[src/rtl/nibble_serial_cla_subtractor.sv]
// ---------------------------------------------------------------------------
// nibble_serial_cla_subtractor
//
// Purpose:
//   Multi-cycle WIDTH-bit subtractor computing d = a - b (modulo 2^WIDTH).
//   The subtraction is done as a + ~b + 1, one 4-bit carry-lookahead slice per
//   clock, with the slice carry-out chained into the next nibble. This trades
//   latency (WIDTH/4 cycles) for a much smaller adder than a flat lookahead.
//
// Ports:
//   clk        in   rising-edge clock
//   rst_n      in   asynchronous active-low reset
//   in_valid   in   operands a/b valid
//   in_ready   out  block can accept operands (IDLE)
//   a          in   minuend, sampled on in_valid & in_ready
//   b          in   subtrahend, sampled on in_valid & in_ready
//   out_valid  out  result valid (DONE)
//   out_ready  in   consumer accepts result
//   d          out  difference a - b
//   borrow     out  1 when unsigned a < b (inverted final carry)
//   zero       out  1 when d == 0
//   ovf        out  two's-complement overflow flag
//
// Configuration:
//   OVF_FLAG_EN  when defined, ovf is computed and registered with the result;
//                when undefined, ovf is tied to 0 and no overflow logic exists.
// ---------------------------------------------------------------------------
module nibble_serial_cla_subtractor #(
    parameter int WIDTH = 16
) (
    input  logic             clk,
    input  logic             rst_n,
    input  logic             in_valid,
    output logic             in_ready,
    input  logic [WIDTH-1:0] a,
    input  logic [WIDTH-1:0] b,
    output logic             out_valid,
    input  logic             out_ready,
    output logic [WIDTH-1:0] d,
    output logic             borrow,
    output logic             zero,
    output logic             ovf
);

    localparam int NIB = WIDTH / 4;
    localparam int CW  = (NIB > 1) ? $clog2(NIB) : 1;

    typedef enum logic [1:0] {
        IDLE = 2'd0,
        RUN  = 2'd1,
        DONE = 2'd2
    } state_t;

    state_t           state_q;
    logic [WIDTH-1:0] opA_q;
    logic [WIDTH-1:0] opB_q;
    logic [WIDTH-1:0] diff_q;
    logic [WIDTH-1:0] diff_d;
    logic [CW-1:0]    cnt_q;
    logic             carry_q;
    logic             carry_d;
    logic             borrow_q;
    logic             zero_q;
    logic             inReady_q;
    logic             outValid_q;

    logic [CW+1:0]    nibIdx;
    logic [3:0]       sliceA;
    logic [3:0]       sliceB;
    logic [3:0]       gen;
    logic [3:0]       prop;
    logic [3:0]       carries;
    logic [3:0]       sliceSum;
    logic             lastNib;

    // One 4-bit lookahead slice on the nibble selected by the counter. The
    // subtrahend is inverted here; the +1 comes from carry_q being preset to 1
    // when an operation is accepted. diff_d is the full result vector with the
    // current nibble replaced, so zero can be judged on it in the last cycle.
    always_comb begin
        nibIdx   = {cnt_q, 2'b00};
        sliceA   = opA_q[nibIdx +: 4];
        sliceB   = ~opB_q[nibIdx +: 4];
        gen      = sliceA & sliceB;
        prop     = sliceA ^ sliceB;
        carries[0] = carry_q;
        carries[1] = gen[0] | (prop[0] & carry_q);
        carries[2] = gen[1] | (prop[1] & gen[0]) | (prop[1] & prop[0] & carry_q);
        carries[3] = gen[2] | (prop[2] & gen[1]) | (prop[2] & prop[1] & gen[0])
                   | (prop[2] & prop[1] & prop[0] & carry_q);
        carry_d    = gen[3] | (prop[3] & gen[2]) | (prop[3] & prop[2] & gen[1])
                   | (prop[3] & prop[2] & prop[1] & gen[0])
                   | (prop[3] & prop[2] & prop[1] & prop[0] & carry_q);
        sliceSum = prop ^ carries;
        diff_d   = diff_q;
        diff_d[nibIdx +: 4] = sliceSum;
        lastNib  = (cnt_q == CW'(NIB - 1));
    end

`ifdef OVF_FLAG_EN
    logic ovf_q;
`endif

    // Control FSM and all result registers. Flags are only updated on the
    // last nibble, so they keep the previous result through IDLE and RUN.
    always_ff @(posedge clk or negedge rst_n) begin
        if (!rst_n) begin
            state_q    <= IDLE;
            opA_q      <= '0;
            opB_q      <= '0;
            diff_q     <= '0;
            cnt_q      <= '0;
            carry_q    <= 1'b0;
            borrow_q   <= 1'b0;
            zero_q     <= 1'b0;
            inReady_q  <= 1'b1;
            outValid_q <= 1'b0;
`ifdef OVF_FLAG_EN
            ovf_q      <= 1'b0;
`endif
        end else begin
            case (state_q)
                IDLE: begin
                    if (in_valid) begin
                        opA_q     <= a;
                        opB_q     <= b;
                        carry_q   <= 1'b1;
                        cnt_q     <= '0;
                        inReady_q <= 1'b0;
                        state_q   <= RUN;
                    end
                end
                RUN: begin
                    diff_q  <= diff_d;
                    carry_q <= carry_d;
                    cnt_q   <= cnt_q + 1'b1;
                    if (lastNib) begin
                        borrow_q   <= ~carry_d;
                        zero_q     <= (diff_d == '0);
`ifdef OVF_FLAG_EN
                        ovf_q      <= (opA_q[WIDTH-1] ^ opB_q[WIDTH-1])
                                    & (opA_q[WIDTH-1] ^ diff_d[WIDTH-1]);
`endif
                        outValid_q <= 1'b1;
                        state_q    <= DONE;
                    end
                end
                DONE: begin
                    if (out_ready) begin
                        outValid_q <= 1'b0;
                        inReady_q  <= 1'b1;
                        state_q    <= IDLE;
                    end
                end
                default: begin
                    outValid_q <= 1'b0;
                    inReady_q  <= 1'b1;
                    state_q    <= IDLE;
                end
            endcase
        end
    end

    assign in_ready  = inReady_q;
    assign out_valid = outValid_q;
    assign d         = diff_q;
    assign borrow    = borrow_q;
    assign zero      = zero_q;
`ifdef OVF_FLAG_EN
    assign ovf       = ovf_q;
`else
    assign ovf       = 1'b0;
`endif

endmodule

[config.mk]
export PLATFORM = sky130hd
export DESIGN_NAME = nibble_serial_cla_subtractor
export DESIGN_NICKNAME = d
export VERILOG_FILES = /design/src/rtl/nibble_serial_cla_subtractor.sv
export SDC_FILE = /design/constraint.sdc
export NUM_CORES = 1
export LEC_CHECK = 0
export BUFFER_PORTS_ARGS = -buffer_cell sky130_fd_sc_hd__buf_2
export CAP_MARGIN = 40
export CORE_MARGIN = 2
export CORE_UTILIZATION = 50
export CTS_CLUSTER_SIZE = 8
export DETAILED_ROUTE_END_ITERATION = 6
export PLACE_DENSITY = 0.84
export SLEW_MARGIN = 40
export SYNTH_ARGS = -nofsm -noshare
export SYNTH_HDL_FRONTEND = slang
export SYNTH_SLANG_ARGS = --single-unit
export TNS_END_PERCENT = 100
[constraint.sdc]
create_clock -name clk -period 3.1 [get_ports clk]
set_input_delay 0 -clock clk [delete_from_list [all_inputs] [get_ports clk]]
set_output_delay 0 -clock clk [all_outputs]
set_load 0.005 [all_outputs]
== Word-level counts from Yosys, hierarchy flattened ==
Index checks and enable logic that the tools add are counted.
Operators by class
  $add $sub $neg: 2
  $mul: 0
  div/mod/pow operators: 0
  magnitude comparators: 0
  equality and inequality tests: 6
  shift operators: 4
  multiplexer cells: 15
  bitwise operators: 33
  reductions and logical operators: 9
Operators by type and width (number)
  $shiftx 16x5->4: 2
  $and 1x1->1: 16
  $bwmux 16: 1
  $logic_not 16->1: 1
  $shift 4x6->16 const A: 1
  $shiftx 4x6->16: 1
  $or 1x1->1: 10
  $reduce_and 3->1: 3
  $mux 2: 4
  $xor 4x4->4: 2
  $ne 2x2->1 const B: 3
  $neg 4->6: 1
  $pmux 1 s3: 2
  $pmux 2 s3: 1
  $reduce_and 2->1: 3
  $mux 1: 5
  $and 4x4->4: 1
  $eq 2x2->1 const B: 2
  $not 4->4: 1
  $pmux 2 s2: 1
  $not 1->1: 3
  $add 2x1->2 const B: 1
  $eq 2x1->1 const B: 1
  $logic_not 2->1: 1
  2 further kinds: 2
Word-level totals
  register bits after elaboration: 57
  latch bits: 0
  memory bits (writable): 0
  bits in read-only memories: 0
  input bits: 36
  output and inout bits: 21
  logic and storage cells: 79
  memories kept: 0

== Logic depth before layout (Yosys ltp) ==
Gate-level depths: netlist of run 1.
  word-level depth: 11
  gate-level depth with buffers: 9
  depth with buffers taken out: 8

== Worst setup path before layout of run 1 ==
No wires, ideal clock.
  path kind: reg-to-reg
  from: register cnt_q[0]
  to: register zero_q (netlist: zero)
  setup time: 0.077 ns
  arrival: 2.475 ns
  data required time: 3.023 ns
  slack: 0.548 ns
  cell stages (with the launch flop): 9
  path buffers: 1
  clock period less this slack: 2.552 ns
  path through: dfrtp_1 > buf_2 > mux4_2 > ha_1 > a211oi_1 > o21bai_1 > xnor2_1 > a31oi_1 > o21ai_1
On the way
  word-level cells in the longest chain between the ends: 11
  elaborated cells on any way between the ends: 28
  those cells by class: add/sub (1); eq/ne (1); shift (4); mux (1); bitwise (19); reduce/logical (2)
Ends and longest elaborated chain
  start, declared: RTL line 59  | logic [CW-1:0] cnt_q;
  start signal, assigned: RTL line 136  | cnt_q <= cnt_q + 1'b1;
  $shiftx 16x5->4: RTL line 83  | sliceB = ~opB_q[nibIdx +: 4];
  $not 4->4: RTL line 83
  $xor 4x4->4 / $and 4x4->4 (equally long branches): RTL line 85, 84
  $and 1x1->1, on equally long branches: RTL line 89, 90
  $or 1x1->1, or another cell as far along: RTL line 89  | carries[3] = gen[2] | (prop[2] & gen[1]) | (prop[2] & prop[1] & gen[0])
  $or 1x1->1 / $and 1x1->1 (equally long branches): RTL line 89, 90
  $or 1x1->1: RTL line 90  | | (prop[2] & prop[1] & prop[0] & carry_q);
  $xor 4x4->4: RTL line 94  | sliceSum = prop ^ carries;
  $shiftx 4x6->16: RTL line 96  | diff_d[nibIdx +: 4] = sliceSum;
  $bwmux 16: RTL line 96
  $logic_not 16->1: RTL line 139  | zero_q <= (diff_d == '0);
  end signal, assigned: RTL line 139
  end, declared: RTL line 63  | logic zero_q;
Parallel ways exist; a longest one is shown, timed or not.
A chain may end at the register's enable or synchronous reset.

== Worst setup path after layout of run 1 ==
Ends and elaborated chain as after synthesis.

==> impl_metrics.tcl, run 1 <==
set metrics [dict create \
    drt_iter0_drc 116 \
    nets 362 \
    synthArstFlopShare 1.00 \
    cp-end-kind "flip-flop" \
    finalSetupViolations 0 \
    overflow 0 \
    drive_above_1_share 0.377 \
    numCtsBuffers 9 \
    synthFlopType "dfrtp_1" \
    p_total_uw 3980 \
    io_buffers 55 \
    start_util 0.527 \
    fin_setup_tns_ns 0 \
    leakage_uw 0.00168 \
    seq_area_frac_synth 0.520 \
    cts.reportedPaths.clkPinSlew_ns 0.06 \
    status "finished clean" \
    max-slew-margin-rel 0.544 \
    io_pins 57 \
    syn-num-nets 265 \
    ys_types 41 \
    fin_crit_sh 0.883 \
    crit_slowest_cell "dfrtp_1" \
    vias_per_cell 5.28 \
    maxCapViolCount 0 \
    yosysWarnings 0 \
    period_needed_ns 2.74 \
    rsz0062_at_grt "false" \
    syn-instance-count 217 \
    synth_top_family_by_area "multiplexers" \
    grt_pass1_wl_um 9860 \
    slowest_delay_ns 0.66 \
    n_antenna_cell 0 \
    synthSimpleGateAreaFrac 0.0812 \
    antenna_left 0 \
    hpwl_um 4020 \
    dieWidth_um 78.1 \
    criticalPathCategory "reg2reg" \
    hold_slack_ns 0.240 \
    synthMuxAreaShare 0.205 \
    drt-total-wl_um 6040 \
    irDropWorstVdd_mv 0.556 \
    placedCellCount 338 \
    worst_slew_pin_slew_ns 0.684 \
    ys_ff_latch 57 \
    cts.sinks 57 \
    grt_pass1_vias 2098 \
    rows 26 \
    postLayoutCoreUtil 0.694 \
    grt_start_max_net_pins 37 \
    avgRoutedWirePerCell_um 15.6 \
    synth-edff-count 0 \
    hold_violations 0 \
    vias 2047 \
    hp-class "in2async" \
    cts.path.max_buffers 2 \
    crit_path_start_kind "flip-flop" \
    netlist_area_um2 2740 \
    layout_commonest_cell "dfrtp_1" \
    syn2layout_area_growth_pct 31.6 \
    worstPathRequired_ns 3.36 \
    synth_xor_area_frac 0.00958 \
    avgSynthCellArea_um2 12.6 \
    antenna_found_initial 0 \
    die-area_um2 6100 \
    place.gp.congestion 0.810 \
    dr.pass1.iters 4 \
    fmax_mhz 365 \
    cts_tree "yes" \
    die_y_um 78.1 \
    clock_latency_ns 0.33 \
    yosys.area_share.adder 0.0575 \
    mostFrequentLayoutCells "dfrtp_1, buf_2, dlygate4sd3_1" \
    synth_compound_area_frac 0.0971 \
    core_um2 5200 \
    crit_fanout 10 \
    grtUsageTotal 0.213 \
    p_per_area_nw_per_um2 1100 \
    skew_ns 0.00565 \
    finalMaxSlewViolations 0 \
    htreeDepth 3 \
    cp_cell_sequence "mux4_2 -> ha_1 -> a211oi_1 -> o21bai_1 -> xnor2_1 -> a31oi_1 -> o21ai_1" \
    critPathArrivalTime_ns 3.00 \
    drc 0 \
    cts_root_buffer "clkbuf_8" \
    fin_cells 388 \
]
synth_stat cells, types with 2 or more instances:
cell      instances  area [um2]
inv_1            11        41.3
nand2_1          26        97.6
xor2_1            2        17.5
or3_1             3        18.8
o31ai_1          10        75.1
ha_1             11         138
dfrtp_1          56        1400
mux2_2           33         372
o21bai_1          2        15.0
a21oi_1           3        15.0
o22a_1            2        17.5
nor4_1            3        18.8
o22ai_1           2        12.5
buf_2             5        25.0
o21ai_1           5        25.0
mux4_2            8         180
nand2b_1          2        12.5
o21ai_0           8        40.0
nor2_1            3        11.3
state kept, by name (all words and copies together), names as in the netlist:
register,count
opB_q,16
out_valid,1
d,16
cnt_q,2
in_ready,1
borrow,1
opA_q,16
zero,1
state_q,2
carry_q,1
metal layers:
layer / track usage / share of wire
met1: 0.252 / 0.42
met2: 0.376 / 0.53
met3: 0.0552 / 0.043
met4: 0.0754 / 0.0074
met5: 0 / 0
worst max-delay path: cells and delay by family (launching register included):
| family | cells | cell delay, ns |
|---|---|---|
| AO/OA/AOI/OAI | 4 | 0.69 |
| flip-flops | 1 | 0.66 |
| multiplexers | 1 | 0.62 |
| XOR/XNOR | 1 | 0.37 |
| adder cells (fa/ha/maj) | 1 | 0.33 |
layout make-up:
type | instances | area [um2]
inverter | 11 | 41.3
multi-input combinational | 142 | 1240
sequential | 57 | 1430
fill | 375 | 1600
clock buffer | 11 | 141
timing repair buffer | 93 | 648
tap | 70 | 87.6
clock inverter | 4 | 20.0
cells by family (layout without fill, tap and decap cells):
group | after synthesis | in the layout
compound gates | 38 | 38
xor+xnor | 3 | 3
fa+ha+maj | 12 | 12
buf+inv | 18 | 119
flops | 57 | 57
mux | 42 | 42
other cells | 1 | 1
simple gates | 46 | 46
worst paths after layout:
kind / depth (start not counted) / slack, ns / endpoint / startpoint
min: 2 / 0.24 / d[12]$_DFFE_PN0P_ / rst_n
max in group asynchronous: 3 / 2.05 / opA_q[5]$_DFFE_PN0P_ / rst_n
min reg2reg: 2 / 0.50 / d[1]$_DFFE_PN0P_ / d[1]$_DFFE_PN0P_
max reg2reg: 7 / 0.36 / zero$_DFFE_PN0P_ / cnt_q[0]$_DFFE_PN0P_
min in group clk: 3 / 0.42 / state_q[1]$_DFFE_PN0P_ / out_ready
max: 7 / 0.36 / zero$_DFFE_PN0P_ / cnt_q[0]$_DFFE_PN0P_
timing repair:
action	CTS	global route
setup buffers	0	0
gates resized for setup	0	0
hold buffers	35	0
endpoints found under the hold margin	64	0
through the flow:
stage / cell area [um2] / worst slack (ns)
2_1_floorplan: 2740 / 0.548
3_3_place_gp: 3100 / 0.421
3_5_place_dp: 3100 / 0.379
4_1_cts: 3610 / 0.355
5_1_grt: 3610 / 0.153
6_report: 3610 / 0.363
power breakdown:
part | internal [uW] | switching (uW) | total [uW]
Combinational | 959 | 1090 | 2050
Sequential | 1080 | 270 | 1350
Clock | 301 | 275 | 577
No activity file was read; power rests on OpenSTA's default activity.
==> inputs of run 2 (changes only) <==
--- a/config.mk
+++ b/config.mk
@@ -7,11 +7,13 @@
 export LEC_CHECK = 0
 export BUFFER_PORTS_ARGS = -buffer_cell sky130_fd_sc_hd__buf_2
 export CAP_MARGIN = 40
+export CELL_PAD_IN_SITES_DETAIL_PLACEMENT = 1
+export CELL_PAD_IN_SITES_GLOBAL_PLACEMENT = 1
 export CORE_MARGIN = 2
-export CORE_UTILIZATION = 50
+export CORE_UTILIZATION = 43
 export CTS_CLUSTER_SIZE = 8
 export DETAILED_ROUTE_END_ITERATION = 6
-export PLACE_DENSITY = 0.84
+export PLACE_DENSITY = 0.89
 export SLEW_MARGIN = 40
 export SYNTH_ARGS = -nofsm -noshare
 export SYNTH_HDL_FRONTEND = slang
==> run 2 against run 1 <==
Global-route usage is 1.7 points higher. Setup slack worse by 0.10 ns. Total power is 3.9% higher.
==> impl_metrics.tcl, run 2 (same netlist as run 1, synthesis figures left out) <==
set metrics [dict create \
    status "finished clean" \
    place.gp.congestion 0.874 \
    fin_area_um2 3630 \
    drt-total-wl_um 7180 \
    die_y_um 83.9 \
    cts.sinks 57 \
    critPathArrivalTime_ns 3.11 \
    syn2layout_area_growth_pct 32.1 \
    drt_iter0_drc 50 \
    antenna_left 0 \
    grtUsageTotal 0.231 \
    max-slew-margin-rel 0.624 \
    drc 0 \
    vias 2068 \
    maxCapViolCount 0 \
    cts.reportedPaths.clkPinSlew_ns 0.07 \
    worstPathRequired_ns 3.37 \
    fmax_mhz 352 \
    hold_slack_ns 0.164 \
    io_buffers 55 \
    die-area_um2 7040 \
    crit_path_start_kind "flip-flop" \
    p_per_area_nw_per_um2 1140 \
    dpl_worst_slack_ns 0.216 \
    antenna_found_initial 0 \
    vias_per_cell 5.21 \
    r2r_start "cnt_q[0]$_DFFE_PN0P_" \
    period_needed_ns 2.84 \
    placed_cell_area_um2 3110 \
    fin_setup_tns_ns 0 \
    criticalPathCategory "reg2reg" \
    io_pins 57 \
    grt_start_max_net_pins 37 \
    hp-class "in2async" \
    crit_fanout 10 \
    cts.path.max_buffers 2 \
    crit_start "cnt_q[0]$_DFFE_PN0P_" \
    skew_ns 0.00869 \
    hold_violations 0 \
    cts_resized 0 \
    finalMaxSlewViolations 0 \
    n_antenna_cell 0 \
    rsz0062_at_grt "false" \
    grt_pass1_vias 2449 \
    worst_slack_ns 0.260 \
    finalSetupViolations 0 \
    nets 363 \
    worst_slew_pin_slew_ns 0.562 \
    core_um2 6280 \
    drive_above_1_share 0.384 \
    htreeDepth 3 \
    layout_commonest_cell "dfrtp_1" \
    clock_latency_ns 0.34 \
    irDropWorstVdd_mv 0.561 \
    overflow 0 \
    fin_crit_sh 0.916 \
    start_util 0.437 \
    hpwl_um 4940 \
    rows 29 \
    cts_tree "yes" \
    numCtsBuffers 9 \
    grt_pass1_wl_um 12400 \
    cp-end-kind "flip-flop" \
    leakage_uw 0.00168 \
    mostFrequentLayoutCells "dfrtp_1, buf_2, dlygate4sd3_1" \
    cts_root_buffer "clkbuf_8" \
    dr.pass1.iters 4 \
    dieWidth_um 83.9 \
    avgRoutedWirePerCell_um 18.1 \
]
==> run 2: changes by cell type in the layout (fill, tap and decap cells not counted) <==
| cell | change |
|---|---|
| buf_4 | +1 |
| clkinvlp_4 | +1 |
| clkinv_2 | +2 |
| clkbuf_8 | -1 |
| clkbuf_1 | -1 |
==> run 2: per-layer routing <==
layer / wire length (um) / vias to the layer above / track usage
li1: - / 973 / -
met1: 2980 / 1034 / 0.281
met2: 3830 / 48 / 0.401
met3: 237 / 13 / 0.0455
met4: 137 / 0 / 0.0909
met5: 0 / - / 0
==> run 2: layout make-up <==
cell class / count / area (um2)
multi-input combinational: 142 / 1240
clock buffer: 9 / 124
tap: 77 / 96.3
timing repair buffer: 94 / 656
inverter: 11 / 41.3
clock inverter: 7 / 37.5
fill: 679 / 2650
sequential: 57 / 1430
==> run 2: timing repair <==
item / CTS / global route
hold buffers: 35 / 0
setup buffers: 0 / 0
hold endpoints to repair: 56 / 0
==> run 2: path summary, 6_finish.rpt <==
| kind | to | slack (ns) | cells past startpoint |
|---|---|---|---|
| min | d[7]$_DFFE_PN0P_ | 0.16 | 2 |
| min in group clk | state_q[1]$_DFFE_PN0P_ | 0.42 | 3 |
| min reg2reg | d[1]$_DFFE_PN0P_ | 0.51 | 2 |
| max | zero$_DFFE_PN0P_ | 0.26 | 7 |
| max reg2reg | zero$_DFFE_PN0P_ | 0.26 | 7 |
| max in group asynchronous | opB_q[5]$_DFFE_PN0P_ | 2.07 | 3 |
==> run 2: report_power, final <==
part	switching [uW]	total, uW	leakage [uW]	internal [uW]
logic	1210	2190	0.000891	978
clock network	307	587	0.0000883	280
registers	279	1360	0.000703	1080
==> run 2: through the flow <==
step	power (uW)	cells	util
2_1_floorplan	2790	217	-
3_3_place_gp	3340	346	0.496
3_5_place_dp	3510	346	0.496
4_1_cts	4150	397	0.578
5_1_grt	4460	397	0.578
6_report	4140	397	0.578
==> run 2: worst max-delay path: stages (launching register included) <==
cell and delay [ns]:
dfrtp_1 0.67, mux4_2 0.62, ha_1 0.34, a21o_1 0.20
a21oi_1 0.20, xor2_1 0.44, a31oi_1 0.14, o21ai_1 0.16
==> inputs of run 3 (changes only) <==
--- a/config.mk
+++ b/config.mk
@@ -7,7 +7,7 @@
 export LEC_CHECK = 0
 export BUFFER_PORTS_ARGS = -buffer_cell sky130_fd_sc_hd__buf_2
 export CAP_MARGIN = 40
-export CELL_PAD_IN_SITES_DETAIL_PLACEMENT = 1
+export CELL_PAD_IN_SITES_DETAIL_PLACEMENT = 0
 export CELL_PAD_IN_SITES_GLOBAL_PLACEMENT = 1
 export CORE_MARGIN = 2
 export CORE_UTILIZATION = 43
==> run 3 against run 2 <==
Global-route usage shrank 3.3 points. Critical path type unchanged. Register-to-register slack got worse by 0.02 ns. Wire length shrank 14%. Count of clock-buffer cells in the layout up 2. Combinational power down 4%.
==> impl_metrics.tcl, run 3 (same netlist as run 1, synthesis figures left out) <==
set metrics [dict create \
    hold_violations 0 \
    drt-total-wl_um 6190 \
    internal_power_uw 2600 \
    htreeDepth 3 \
    status "finished clean" \
    antenna_found_initial 0 \
    cts.path.max_buffers 2 \
    p_clk_frac 0.200 \
    rsz0062_at_grt "false" \
    grt_pass1_vias 2264 \
    cts.reportedPaths.clkPinSlew_ns 0.07 \
    fmax_mhz 350 \
    io_buffers 55 \
    maxCapViolCount 0 \
    switching_share 0.396 \
    antenna_left 0 \
    grt-busiest-layer "met2" \
    n_antenna_cell 0 \
    cts_tree "yes" \
    worst_slew_pin_slew_ns 0.586 \
    clock_latency_ns 0.35 \
    critPathArrivalTime_ns 3.13 \
    p_sw_uw 1700 \
    fin_crit_sh 0.922 \
    grt_pass1_wl_um 10700 \
    avgRoutedWirePerCell_um 15.6 \
    met2_usage 0.340 \
    cts.sinks 57 \
    core_um2 6280 \
    place.gp.congestion 0.874 \
    grtUsageTotal 0.197 \
    p_comb_frac 0.487 \
    cts_resized 0 \
    crit_path_start_kind "flip-flop" \
    layout_commonest_cell "dfrtp_1" \
    drt_iter0_drc 44 \
    worstPathRequired_ns 3.37 \
    cp-end-kind "flip-flop" \
    p_seq_frac 0.313 \
    fill_cells 548 \
    fin_setup_tns_ns 0 \
    mostFrequentLayoutCells "dfrtp_1, buf_2, dlygate4sd3_1" \
    dieWidth_um 83.9 \
    cts_setup_buffers 0 \
    hpwl_um 4200 \
    dr.pass1.iters 4 \
    nets 363 \
    overflow 0 \
    fin_cells 397 \
    die-area_um2 7040 \
    irDropWorstVdd_mv 0.726 \
    max-slew-margin-rel 0.608 \
    grt_start_max_net_pins 37 \
    leakage_uw 0.00171 \
    use_met3 0.0495 \
    finalSetupViolations 0 \
    drc 0 \
    met1_usage 0.236 \
    hp-class "in2async" \
    die_y_um 83.9 \
    skew_ns 0.00698 \
    criticalPathCategory "reg2reg" \
    period_needed_ns 2.86 \
    crit_fanout 10 \
    rows 29 \
    placedCellCount 346 \
    vias 1993 \
    postLayoutCoreUtil 0.591 \
    start_util 0.437 \
    io_pins 57 \
    p_per_area_nw_per_um2 1160 \
    drive_above_1_share 0.381 \
    finalMaxSlewViolations 0 \
    syn2layout_area_growth_pct 35.2 \
    vias_per_cell 5.02 \
    numCtsBuffers 9 \
    cts_root_buffer "clkbuf_8" \
]
==> run 3: cell types whose count changed in the layout (fill, tap and decap cells not counted), sizes merged <==
cell    previous run  this run
clkinv             6         1
bufinv             0         3
clkbuf             9        11
==> run 3: worst max-delay path, cell delays in order (launching register included) <==
cell      delay [ns]
dfrtp_1         0.67
mux4_2          0.61
ha_1            0.33
a211oi_1        0.26
o21bai_1        0.14
xnor2_1         0.45
a31oi_1         0.16
o21ai_1         0.15
==> run 3: worst paths after layout <==
| check | start | endpoint | slack [ns] | cells past startpoint |
|---|---|---|---|---|
| max in group asynchronous | rst_n | opA_q[14]$_DFFE_PN0P_ | 2.10 | 3 |
| worst min-delay path | rst_n | d[13]$_DFFE_PN0P_ | 0.15 | 2 |
| worst min register to register | d[15]$_DFFE_PN0P_ | d[15]$_DFFE_PN0P_ | 0.50 | 2 |
| worst max register to register | cnt_q[0]$_DFFE_PN0P_ | zero$_DFFE_PN0P_ | 0.24 | 7 |
| worst max-delay path | cnt_q[0]$_DFFE_PN0P_ | zero$_DFFE_PN0P_ | 0.24 | 7 |
| min in group clk | out_ready | state_q[1]$_DFFE_PN0P_ | 0.40 | 3 |
==> run 3: cell type report <==
class,instances,area [um2],share of cell area
multi-input combinational,142,1240,0.335
timing repair buffer,94,656,0.177
clock inverter,5,103,0.0277
inverter,11,41.3,0.0111
sequential,57,1430,0.385
clock buffer,11,141,0.0381
tap,77,96.3,0.0260
==> run 3: per-stage QoR <==
| stage | area, um2 | hold WS (ns) | power [uW] | setup WS (ns) |
|---|---|---|---|---|
| after floorplan | 2740 | -0.296 | 2790 | 0.548 |
| after global placement | 3110 | -0.00688 | 3340 | 0.412 |
| after detailed placement | 3110 | 0.00550 | 3420 | 0.251 |
| after CTS | 3710 | 0.154 | 4330 | 0.230 |
| after global routing | 3710 | 0.198 | 4630 | 0.0520 |
| final | 3710 | 0.147 | 4310 | 0.243 |
==> run 3: power by group through the flow <==
| stage | Clock (uW) | Sequential, uW | Combinational, uW |
|---|---|---|---|
| after detailed placement | 0 | 1360 | 2060 |
| after global routing | 903 | 1400 | 2330 |
| final | 862 | 1350 | 2100 |
| after global placement | 0 | 1350 | 1990 |
| after floorplan | 0 | 1260 | 1530 |
| after CTS | 881 | 1350 | 2100 |
==> run 3: per-layer routing <==
| metal | wire length, um | vias to the layer above | part of all wire |
|---|---|---|---|
| li1 | - | 970 | - |
| met1 | 2690 | 960 | 0.43 |
| met2 | 3150 | 51 | 0.51 |
| met3 | 232 | 12 | 0.037 |
| met4 | 117 | 0 | 0.019 |
| met5 | 0 | - | 0 |
==> run 3: timing repair <==
action | in CTS | in global routing
hold buffers | 35 | 0
endpoints found under the setup margin | 0 | 0
hold endpoints to repair | 56 | 0
